==> src/rtl/fa_multiplier_seq.sv <==
`default_nettype none
// ============================================================================
//  Module   : fa_multiplier_seq
//  Brief    : Sequential shift-add unsigned multiplier. Forms the full
//             2*WIDTH-bit product of A*B over exactly WIDTH cycles using a
//             single WIDTH-bit adder, with a start/busy/done handshake.
//  Revision : 1.0  initial release
// ============================================================================
module fa_multiplier_seq #(
  parameter int WIDTH = 32
) (
  input  logic             clk,
  input  logic             rst,
  input  logic             start,
  input  logic [WIDTH-1:0] A,
  input  logic [WIDTH-1:0] B,
  output logic             busy,
  output logic             done,
  output logic [WIDTH-1:0] Res,
  output logic [WIDTH-1:0] ResHi,
  output logic             Ovf
);

  // Counter just wide enough to index WIDTH iterations.
  localparam int             CW   = (WIDTH > 1) ? $clog2(WIDTH) : 1;
  localparam logic [CW-1:0]  LAST = CW'(WIDTH - 1);

  localparam logic [1:0] IDLE = 2'd0;
  localparam logic [1:0] BUSY = 2'd1;
  localparam logic [1:0] DONE = 2'd2;

  logic [1:0]         state;
  logic [2*WIDTH-1:0] acc;
  logic [2*WIDTH-1:0] acc_next;
  logic [WIDTH-1:0]   mcand;
  logic [WIDTH-1:0]   mplier;
  logic [WIDTH-1:0]   mplier_next;
  logic [CW-1:0]      count;
  logic [WIDTH:0]     sum;

  // One shift-add step: add the multiplicand into the upper half when the
  // current multiplier LSB is set, then shift {carry, acc, mplier} right.
  // The lower half of acc collects the retired product bits, so after WIDTH
  // steps acc holds the complete product.
  always_comb begin
    sum         = {1'b0, acc[2*WIDTH-1:WIDTH]} + {1'b0, (mplier[0] ? mcand : {WIDTH{1'b0}})};
    acc_next    = {sum, acc[WIDTH-1:1]};
    mplier_next = {acc[0], mplier[WIDTH-1:1]};
  end

  assign busy = (state == BUSY);
  assign done = (state == DONE);

  // Control FSM, datapath registers and result registers.
  always_ff @(posedge clk or posedge rst) begin
    if (rst) begin
      state  <= IDLE;
      acc    <= '0;
      mcand  <= '0;
      mplier <= '0;
      count  <= '0;
      Res    <= '0;
      ResHi  <= '0;
      Ovf    <= 1'b0;
    end else begin
      case (state)
        IDLE: begin
          if (start) begin
            mcand  <= A;
            mplier <= B;
            acc    <= '0;
            count  <= '0;
            state  <= BUSY;
          end
        end
        BUSY: begin
          acc    <= acc_next;
          mplier <= mplier_next;
          count  <= count + 1'b1;
          // Results are published only on the last step so they hold
          // steady across IDLE and the whole of the next operation.
          if (count == LAST) begin
            Res   <= acc_next[WIDTH-1:0];
            ResHi <= acc_next[2*WIDTH-1:WIDTH];
            Ovf   <= |acc_next[2*WIDTH-1:WIDTH];
            state <= DONE;
          end
        end
        DONE: begin
          state <= IDLE;
        end
        default: begin
          state <= IDLE;
        end
      endcase
    end
  end

endmodule
`default_nettype wire

==> config.mk <==
export PLATFORM = sky130hd
export DESIGN_NAME = fa_multiplier_seq
export DESIGN_NICKNAME = d
export VERILOG_FILES = /design/src/rtl/fa_multiplier_seq.sv
export SDC_FILE = /design/constraint.sdc
export NUM_CORES = 1
export LEC_CHECK = 0
export BUFFER_PORTS_ARGS = -buffer_cell sky130_fd_sc_hd__buf_2
export CORE_MARGIN = 8
export CORE_UTILIZATION = 56
export CTS_CLUSTER_DIAMETER = 60
export DETAILED_ROUTE_END_ITERATION = 16
export GPL_TIMING_DRIVEN = 0
export HOLD_SLACK_MARGIN = 0.1
export PLACE_DENSITY = 0.85
export SLEW_MARGIN = 20
export SYNTH_ARGS = -nofsm -noshare
export SYNTH_HDL_FRONTEND = slang
export SYNTH_SLANG_ARGS = --single-unit
==> constraint.sdc <==
create_clock -name clk -period 13.5 [get_ports clk]
set_input_delay 2.025 -clock clk [delete_from_list [all_inputs] [get_ports clk]]
set_output_delay 2.025 -clock clk [all_outputs]
set_load 0.02 [all_outputs]
==> flow_summary.json, run 1 <==
{
  "status": "finished, final reports clean",
  "maxSlewHeadroom_pct": 55.17,
  "wl_per_cell_um": 18.79,
  "synth.top_cell.area_share_pct": 51.04,
  "drv_cap": 0,
  "dp_slack_ns": 9.143,
  "crit_type": "flip-flop to flip-flop",
  "fmax_mhz": 230.2,
  "syn-cell-area_um2": 9806,
  "design.die.area_um2": 22000,
  "r2r-start": "mplier[0]",
  "final_area_um2": 11440,
  "yosys_warnings": 0,
  "final_layout_size_suffix_gt1_share_pct": 25.05,
  "min_period_ns": 4.343,
  "hold_violations": 0,
  "worst_slew_pin_slew_ns": 0.6724,
  "synth_edf_count": 0,
  "crit_start": "mplier[0]",
  "clk_latency_ns": 0.44,
  "power_density_nw_per_um2": 238.8,
  "p_sw_mw": 1.138,
  "die_h_um": 148.3,
  "avgSynthCellArea_um2": 10.81,
  "port_buffers": 133,
  "row_count": 48,
  "grt_max_degree": 75,
  "r2r_end": "Ovf",
  "grt_overflow": 0,
  "antenna_found_initial": 4,
  "place_hpwl_um": 17980,
  "syn_inst": 907,
  "p_leak_nw": 5.270,
  "via_per_inst": 5.852,
  "numCtsBuffers": 17,
  "synthTopCellsByCount": "200 x dfrtp_1, 92 x o21ai_0, 84 x nand2_1",
  "clk_pin_slew_worst_paths_ns": 0.08,
  "drtPass1Iterations": 6,
  "cp.required_ns": 13.84,
  "drt_iter0_markers": 516,
  "layout_setup_ws_ns": 9.157,
  "clock-skew-final_ns": 0.01222,
  "cpPeakStageDelay_ns": 0.48,
  "slew_violations": 0,
  "cts.sinks": 200,
  "cts_max_level": 4,
  "crit_slowest_cell": "or4_1",
  "crit_path_end": "Ovf",
  "placed_cell_area_um2": 10820,
  "ctsHoldBuffers": 0,
  "syn_nets": 1009,
  "tns_ns": 0,
  "post_cts_buffers": 0,
  "cts_max_path_buffers": 2,
  "core_area_um2": 17240,
  "min_path_type": "flip-flop to flip-flop",
  "cp-start-kind": "flip-flop",
  "peakVddDrop_mv": 0.1474,
  "start_util_pct": 56.89,
  "share_comb_of_total_power_pct": 43.9,
  "synth.distinct_cells": 68,
  "cts.repair.resized": 0,
  "swShare_pct": 41.67,
  "stdcell_count": 1300,
  "syn_to_final_growth_pct": 16.64,
  "grt_pass1_wl_um": 40240,
  "drc_errors": 0,
  "path_cells": "clkbuf_1, and2_1, ha_1, inv_1, fa_1, nor2b_1, o2111ai_2, and3_1, nor4_1, o21ai_1, o31a_1, xor2_1, nand4_1, or4_1, o21ba_1",
  "ys_async_sr_fraction_pct": 100.0,
  "finalCritPeriodShare_pct": 32.17,
  "vias": 7608,
  "cp_max_fo": 10,
  "cts_tree": "done",
  "ios": 134,
  "synth_area_leader_cell": "dfrtp_1",
  "rsz0062_at_grt": "false",
  "synth_ff_type": "dfrtp_1",
  "root_buffer": "clkbuf_16",
  "rrSetupSlack_ns": 9.16,
  "synth_most_common_cell": "dfrtp_1",
  "sequentialPowerShare_pct": 37.0,
  "setup_violations": 0,
  "r2r_cells": 15,
  "place_inst": 1267,
  "power_mw": 2.731,
  "final_net_count": 1163,
  "routed_wl_um": 24430,
  "cp_data_arrival_time_ns": 4.69,
  "synth_area_leaders": "dfrtp_1 51%, mux2_2 8.2%, o21ai_0 4.7%, ha_1 4.3%, a22o_1 4.1%",
  "p_int_mw": 1.593,
  "grt_pass1_vias": 7994,
  "gp_congestion": 0.9216,
  "track_usage_pct": 22.80,
  "die_w_um": 148.3,
  "ant_nets": 0,
  "synth-seq-cells": 200,
  "clock_power_share_pct": 19.1,
  "worst_setup_path_end_kind": "flip-flop",
  "ys_seq_area_share_pct": 51.04
}
==> final cells by class <==
class / instances / area (um^2)
fill: 1331 / 5799
sequential: 200 / 5005
timing repair buffer: 135 / 720.7
tap: 225 / 281.5
antenna: 1 / 2.502
buffer: 53 / 219.0
inverter: 15 / 63.81
clock inverter: 15 / 193.9
multi-input combinational: 639 / 4526
clock buffer: 17 / 425.4
==> power groups by stage <==
stage / Clock [mW] / Sequential (mW) / Combinational [mW]
finish: 0.521 / 1.01 / 1.20
global route: 0.552 / 1.04 / 1.32
CTS: 0.527 / 1.01 / 1.20
detailed placement: 0 / 1.02 / 1.20
global placement: 0 / 1.00 / 1.16
floorplan: 0 / 1.07 / 0.782
==> state kept, by name (all words and copies together) (netlist names) <==
signal / flops
state: 2
ResHi: 32
count: 5
acc: 64
Res: 32
Ovf: 1
mplier: 32
mcand: 32
==> metal layers <==
metal  share of wire, %  track usage, %  up-vias  wire [um]
met5               0.18               0        -         44
met4                1.4           6.119        6        351
met3                6.2           6.351       35       1516
met2                 48           37.24      210      11810
met1                 44           29.30     3772      10710
li1                   -               -     3585          -
==> cell usage in the layout, fill, tap and decap left out, types with 3 or more instances in the layout <==
cell,count
a21oi_2,3
o21ai_1,3
o21ai_2,3
and2_1,33
nor2_1,13
a31oi_1,3
and3_1,5
xor2_1,13
clkbuf_1,46
a22o_1,46
nor2b_1,38
clkinv_8,6
nand2b_1,5
clkbuf_16,17
o21a_1,5
o21ai_0,92
mux2_2,71
a22oi_1,32
xnor2_1,14
ha_1,34
inv_1,12
nor3_1,3
inv_8,3
nand4_1,5
a21o_1,4
buf_2,135
nor4_1,4
dfrtp_1,200
a21oi_1,63
nand2_1,84
o21bai_1,6
nand3_1,13
o22ai_1,3
buf_1,3
==> cell families after synthesis <==
family	after synthesis	share of synthesized area (%)
and+or+nand+nor	219	11.69
muxes	71	8.154
AOI/OAI and AO/OA	286	19.19
DFF	200	51.04
adders and majority gates	35	4.543
xor gates and xnor gates	28	2.578
buffers and inverters	68	2.807
==> worst max-delay path: cells and delay by family, from the launching register on <==
kind	cells	cell delay, ns
fa+ha+maj	2	0.57
flops	1	0.47
simple gates	6	1.59
compound gates	4	0.87
buf+inv	2	0.42
xor+xnor	1	0.32
==> through the flow <==
step | util [%] | hold slack (ns)
6_report | 66.35 | 0.4712
5_1_grt | 66.35 | 0.4960
4_1_cts | 66.34 | 0.4768
3_5_place_dp | 62.75 | 0.4580
3_3_place_gp | 62.38 | 0.4550
2_1_floorplan | - | 0.4502
==> worst min path at each step <==
stage               startpoint         to  slack, ns  cells past startpoint
global route         ResHi[11]  ResHi[11]       0.50                      2
floorplan             count[3]   count[3]       0.45                      1
global placement      ResHi[4]   ResHi[4]       0.46                      2
finish                ResHi[4]   ResHi[4]       0.47                      2
detailed placement    ResHi[4]   ResHi[4]       0.46                      2
CTS                   ResHi[4]   ResHi[4]       0.48                      2
Power figures use the tool's default switching activity.
==> run 2, diff against run 1 <==
--- a/config.mk
+++ b/config.mk
@@ -7,12 +7,12 @@
 export LEC_CHECK = 0
 export BUFFER_PORTS_ARGS = -buffer_cell sky130_fd_sc_hd__buf_2
 export CORE_MARGIN = 8
-export CORE_UTILIZATION = 56
+export CORE_UTILIZATION = 52
 export CTS_CLUSTER_DIAMETER = 60
 export DETAILED_ROUTE_END_ITERATION = 16
 export GPL_TIMING_DRIVEN = 0
 export HOLD_SLACK_MARGIN = 0.1
-export PLACE_DENSITY = 0.85
+export PLACE_DENSITY = 0.83
 export SLEW_MARGIN = 20
 export SYNTH_ARGS = -nofsm -noshare
 export SYNTH_HDL_FRONTEND = slang
==> constraint.sdc (replaced) <==
create_clock -name clk -period 3.6 [get_ports clk]
set_input_delay 0.54 -clock clk [delete_from_list [all_inputs] [get_ports clk]]
set_output_delay 0.54 -clock clk [all_outputs]
set_load 0.02 [all_outputs]
==> flow_summary.json, run 2 (same netlist as run 1, synthesis figures left out) <==
{
  "crit_type": "flip-flop to flip-flop",
  "antenna_found_initial": 4,
  "ff_latch_area_um2": 5006,
  "setup_violations": 1,
  "cp_data_arrival_time_ns": 3.99,
  "worst_slew_pin_slew_ns": 0.7227,
  "design.die.area_um2": 23510,
  "final_cell_mix": "199 x dfrtp_1, 135 x buf_2, 91 x o21ai_0, 84 x nand2_1, 71 x mux2_2",
  "cp-start-kind": "flip-flop",
  "antennaDiodeCount": 0,
  "grt_overflow": 0,
  "clk_latency_ns": 0.45,
  "die_h_um": 153.3,
  "place_inst": 1280,
  "cp_max_fo": 5,
  "stdcell_count": 1319,
  "p_leak_nw": 5.380,
  "place_hpwl_um": 18020,
  "layout_setup_ws_ns": -0.05082,
  "maxSlewHeadroom_pct": 51.82,
  "top_register": "acc",
  "row_count": 50,
  "via_per_inst": 5.869,
  "ant_nets": 0,
  "syn_to_final_growth_pct": 19.37,
  "clock-skew-final_ns": 0.01511,
  "cp.required_ns": 3.93,
  "core_area_um2": 18580,
  "rsz0062_at_grt": "true",
  "grt_pass1_vias": 7857,
  "port_buffers": 133,
  "final_common_cell": "dfrtp_1",
  "clk_pin_slew_worst_paths_ns": 0.09,
  "vias": 7741,
  "drc_errors": 0,
  "track_usage_pct": 21.17,
  "grt_pass1_wl_um": 40570,
  "fillCellCount": 1471,
  "violations": "negative setup slack",
  "post-route-util_pct": 63.00,
  "final_net_count": 1174,
  "finalCritPeriodShare_pct": 101.4,
  "min_period_ns": 3.651,
  "wl_per_cell_um": 18.62,
  "largest_reg_flops": 64,
  "drtPass1Iterations": 5,
  "root_buffer": "clkbuf_16",
  "ios": 134,
  "peakVddDrop_mv": 0.3948,
  "slew_violations": 0,
  "ctsHoldBuffers": 0,
  "numCtsBuffers": 17,
  "cts_tree": "done",
  "cts_max_level": 4,
  "gp_congestion": 0.9045,
  "routed_wl_um": 24560,
  "fmax_mhz": 273.9,
  "drv_cap": 0,
  "min_path_type": "input port to async pin",
  "hold_violations": 0,
  "multiInputGateArea_um2": 4617,
  "worst_setup_path_end_kind": "flip-flop",
  "power_density_nw_per_um2": 900.5,
  "die_w_um": 153.3,
  "cts_max_path_buffers": 2,
  "drt_iter0_markers": 579,
  "final_layout_size_suffix_gt1_share_pct": 27.93,
  "status": "finished with violations",
  "grt_max_degree": 36,
  "cts.sinks": 200,
  "start_util_pct": 52.77,
  "power_mw": 10.54
}
-- run 2: cell count changes in the layout (fill, tap and decap cells not counted), moves of 3 or more --
cell / change
buf_4: +7
ha_2: +3
a21oi_1: -7
a21oi_2: +7
ha_1: -3
inv_8: -3
inv_12: +3
buf_12: +5
clkbuf_1: -3
-- run 2: metal layers --
layer / up-vias / wire length [um] / GRT usage [%]
li1: 3613 / - / -
met1: 3807 / 10900 / 27.54
met2: 261 / 11430 / 33.77
met3: 52 / 1709 / 6.005
met4: 8 / 469 / 6.362
met5: - / 54 / 0
-- run 2: path summary, 6_finish.rpt --
check	startpoint	endpoint	slack, ns	depth (start not counted)
max	mplier[0]	Ovf	-0.05	14
min	rst	ResHi[3]	0.13	2
max reg2reg	mplier[0]	Ovf	-0.05	14
min reg2reg	ResHi[6]	ResHi[6]	0.48	2
max in group asynchronous	rst	acc[30]	2.68	4
min in group clk	A[4]	mcand[4]	0.32	2
-- run 2: area by class of cell --
type / count / area share, %
buffer: 53 / 1.999
clock buffer: 17 / 3.634
clock inverter: 15 / 1.913
inverter: 15 / 0.5131
multi-input combinational: 639 / 39.44
sequential: 200 / 42.77
tap: 234 / 2.501
timing repair buffer: 146 / 7.226
-- run 2: through the flow --
stage | area [um^2] | hold slack [ns] | worst slack, ns | setup TNS, ns
final | 11710 | 0.1318 | -0.05082 | -0.05082
after global routing | 11710 | 0.1424 | -0.1753 | -0.1753
after CTS | 11690 | 0.1270 | 0.004142 | 0
after detailed placement | 10900 | 0.4606 | -0.7084 | -0.8332
after global placement | 10770 | 0.4574 | -0.7069 | -138.48
after floorplan | 9809 | 0.4502 | 0.02842 | 0
-- run 2: timing repair --
item | 4_1_cts | 5_1_grt
endpoints found under the hold margin | 0 | 0
pin swaps | 8 | 0
gates resized for setup | 26 | 2
setup endpoints to repair | 4 | 1
buffers inserted | 7 | 0
-- run 2: report_power, final --
group	total [mW]	switching, mW	internal, mW
combinational	4.73	2.76	1.96
sequential	3.78	0.587	3.19
clock	2.03	1.05	0.983
-- run 2: critical path, cell delays in order (launching register included) --
cell and delay [ns]:
dfrtp_2 0.42, clkbuf_8 0.15, and2_1 0.11, ha_1 0.16, inv_1 0.06, fa_2 0.35, nor2b_2 0.16, o2111ai_2 0.15
and3_4 0.21, o31a_1 0.33, o21ai_1 0.18, xor2_1 0.13, or3b_1 0.43, or4_1 0.52, o21ba_1 0.19
==> run 3, diff against run 2 <==
==> constraint.sdc (replaced) <==
create_clock -name clk -period 3.11 [get_ports clk]
set_input_delay 0.4665 -clock clk [delete_from_list [all_inputs] [get_ports clk]]
set_output_delay 0.4665 -clock clk [all_outputs]
set_load 0.02 [all_outputs]
==> flow_summary.json, run 3 (same netlist as run 1, synthesis figures left out) <==
{
  "hold_slack_ns": 0.2526,
  "ant_nets": 0,
  "final_cell_mix": "199 x dfrtp_1, 135 x buf_2, 86 x o21ai_0, 83 x nand2_1, 71 x mux2_2",
  "r2r_end": "Ovf",
  "power_density_nw_per_um2": 1060,
  "maxSlewHeadroom_pct": 50.14,
  "drc_errors": 0,
  "track_usage_pct": 21.82,
  "grt_max_degree": 36,
  "clock-skew-final_ns": 0.01439,
  "root_buffer": "clkbuf_16",
  "start_util_pct": 52.77,
  "tns_ns": -0.5522,
  "r2r-start": "mplier[0]",
  "row_count": 50,
  "drtPass1Iterations": 5,
  "port_buffers": 133,
  "p_leak_nw": 5.485,
  "final_layout_size_suffix_gt1_share_pct": 30.97,
  "final_net_count": 1187,
  "finalCritPeriodShare_pct": 116.6,
  "grt_overflow": 0,
  "crit_slowest_cell": "or4_1",
  "design.die.area_um2": 23510,
  "ios": 134,
  "critPathBufInv": 1,
  "worst_slew_pin_slew_ns": 0.7479,
  "layout_setup_ws_ns": -0.5158,
  "crit_start": "mplier[0]",
  "cts_max_path_buffers": 2,
  "worst_setup_path_end_kind": "flip-flop",
  "post-route-util_pct": 64.67,
  "place_inst": 1281,
  "routed_wl_um": 25650,
  "path_delay_family": "simple AND/OR/NAND/NOR gates",
  "antennaDiodeCount": 0,
  "cts.sinks": 200,
  "place_hpwl_um": 18140,
  "cpPeakStageDelay_ns": 0.51,
  "stdcell_count": 1332,
  "cp_max_fo": 10,
  "grt_pass1_wl_um": 41860,
  "grt_pass1_vias": 8223,
  "drt_iter0_markers": 659,
  "hold_violations": 0,
  "crit_type": "flip-flop to flip-flop",
  "top_register": "acc",
  "violations": "negative setup slack",
  "clk_latency_ns": 0.44,
  "status": "finished with violations",
  "via_per_inst": 5.903,
  "drv_cap": 0,
  "rsz0062_at_grt": "true",
  "cp-start-kind": "flip-flop",
  "gp_congestion": 0.9130,
  "min_period_ns": 3.626,
  "syn_to_final_growth_pct": 22.53,
  "largest_reg_flops": 64,
  "crit_path_end": "Ovf",
  "vias": 7863,
  "antenna_found_initial": 3,
  "die_w_um": 153.3,
  "final_common_cell": "dfrtp_1",
  "fmax_mhz": 275.8,
  "clk_pin_slew_worst_paths_ns": 0.09,
  "power_mw": 12.73,
  "cp.required_ns": 3.45,
  "numCtsBuffers": 17,
  "core_area_um2": 18580,
  "min_path_type": "input port to flip-flop",
  "rrSetupSlack_ns": -0.52,
  "cts_max_level": 4,
  "setup_violations": 2,
  "worst-path-stages": 12,
  "die_h_um": 153.3,
  "slew_violations": 0,
  "path_cells": "clkbuf_4, and2_1, ha_2, nand2_1, o31a_2, o21ai_2, a31oi_1, xor2_1, nand3_1, or3b_1, or4_1, o21ba_1",
  "wl_per_cell_um": 19.25,
  "peakVddDrop_mv": 0.5475,
  "cp_data_arrival_time_ns": 3.97,
  "cts_tree": "done",
  "r2r_cells": 12
}
## run 3: cell types whose count changed in the layout (fill, tap and decap cells not counted), moves of 2 or more
cell	change
ha_2	+4
o21ai_1	+4
buf_4	+13
xnor2_2	+3
a21oi_4	+3
o21ai_0	-5
clkbuf_1	-3
ha_4	+3
ha_1	-7
buf_12	+2
a21oi_1	-3
xnor2_1	-3
## run 3: cell type report
| cell class | instances | area [um^2] |
|---|---|---|
| Sequential cell | 200 | 5006 |
| Inverter | 15 | 60.06 |
| Tap cell | 234 | 292.8 |
| Multi-Input combinational cell | 639 | 4787 |
| Clock inverter | 15 | 224.0 |
| Fill cell | 1401 | 6565 |
| Buffer | 50 | 226.5 |
| Timing Repair Buffer | 162 | 993.5 |
| Clock buffer | 17 | 425.4 |
## run 3: metal layers
layer  up-vias  wire length, um  share of wire (%)  track usage [%]
met4         6              448                1.7            6.173
met1      3927            10920                 43            27.66
met5         -               34               0.13                0
met2       268            12500                 49            36.17
li1       3619                -                  -                -
met3        43             1749                6.8            5.751
## run 3: power by group
group / internal (mW) / switching [mW]
Clock: 1.14 / 1.23
Sequential: 3.69 / 0.685
Combinational: 2.58 / 3.41
Total: 7.41 / 5.32
## run 3: stage by stage
step	area (um^2)	worst slack, ns
after floorplan	9843	-0.2695
after global placement	10800	-1.128
after detailed placement	10950	-0.8919
after CTS	11880	-0.4154
after global routing	12020	-0.6214
final	12020	-0.5158
## run 3: how the worst min path moves through the flow
stage,slack (ns),startpoint,depth (start not counted),end
finish,0.25,A[9],2,mcand[9]
detailed placement,0.40,rst,2,ResHi[6]
CTS,0.24,A[3],2,mcand[3]
global route,0.24,A[15],2,mcand[15]
global placement,0.46,ResHi[5],2,ResHi[5]
floorplan,0.45,count[3],1,count[3]
## run 3: what timing repair did
action / 4_1_cts / 5_1_grt
pin swaps: 22 / 22
setup endpoints to repair: 21 / 17
endpoints found under the hold margin: 5 / 0
setup buffers: 15 / 6
resized for setup: 36 / 23
hold buffers: 1 / 0
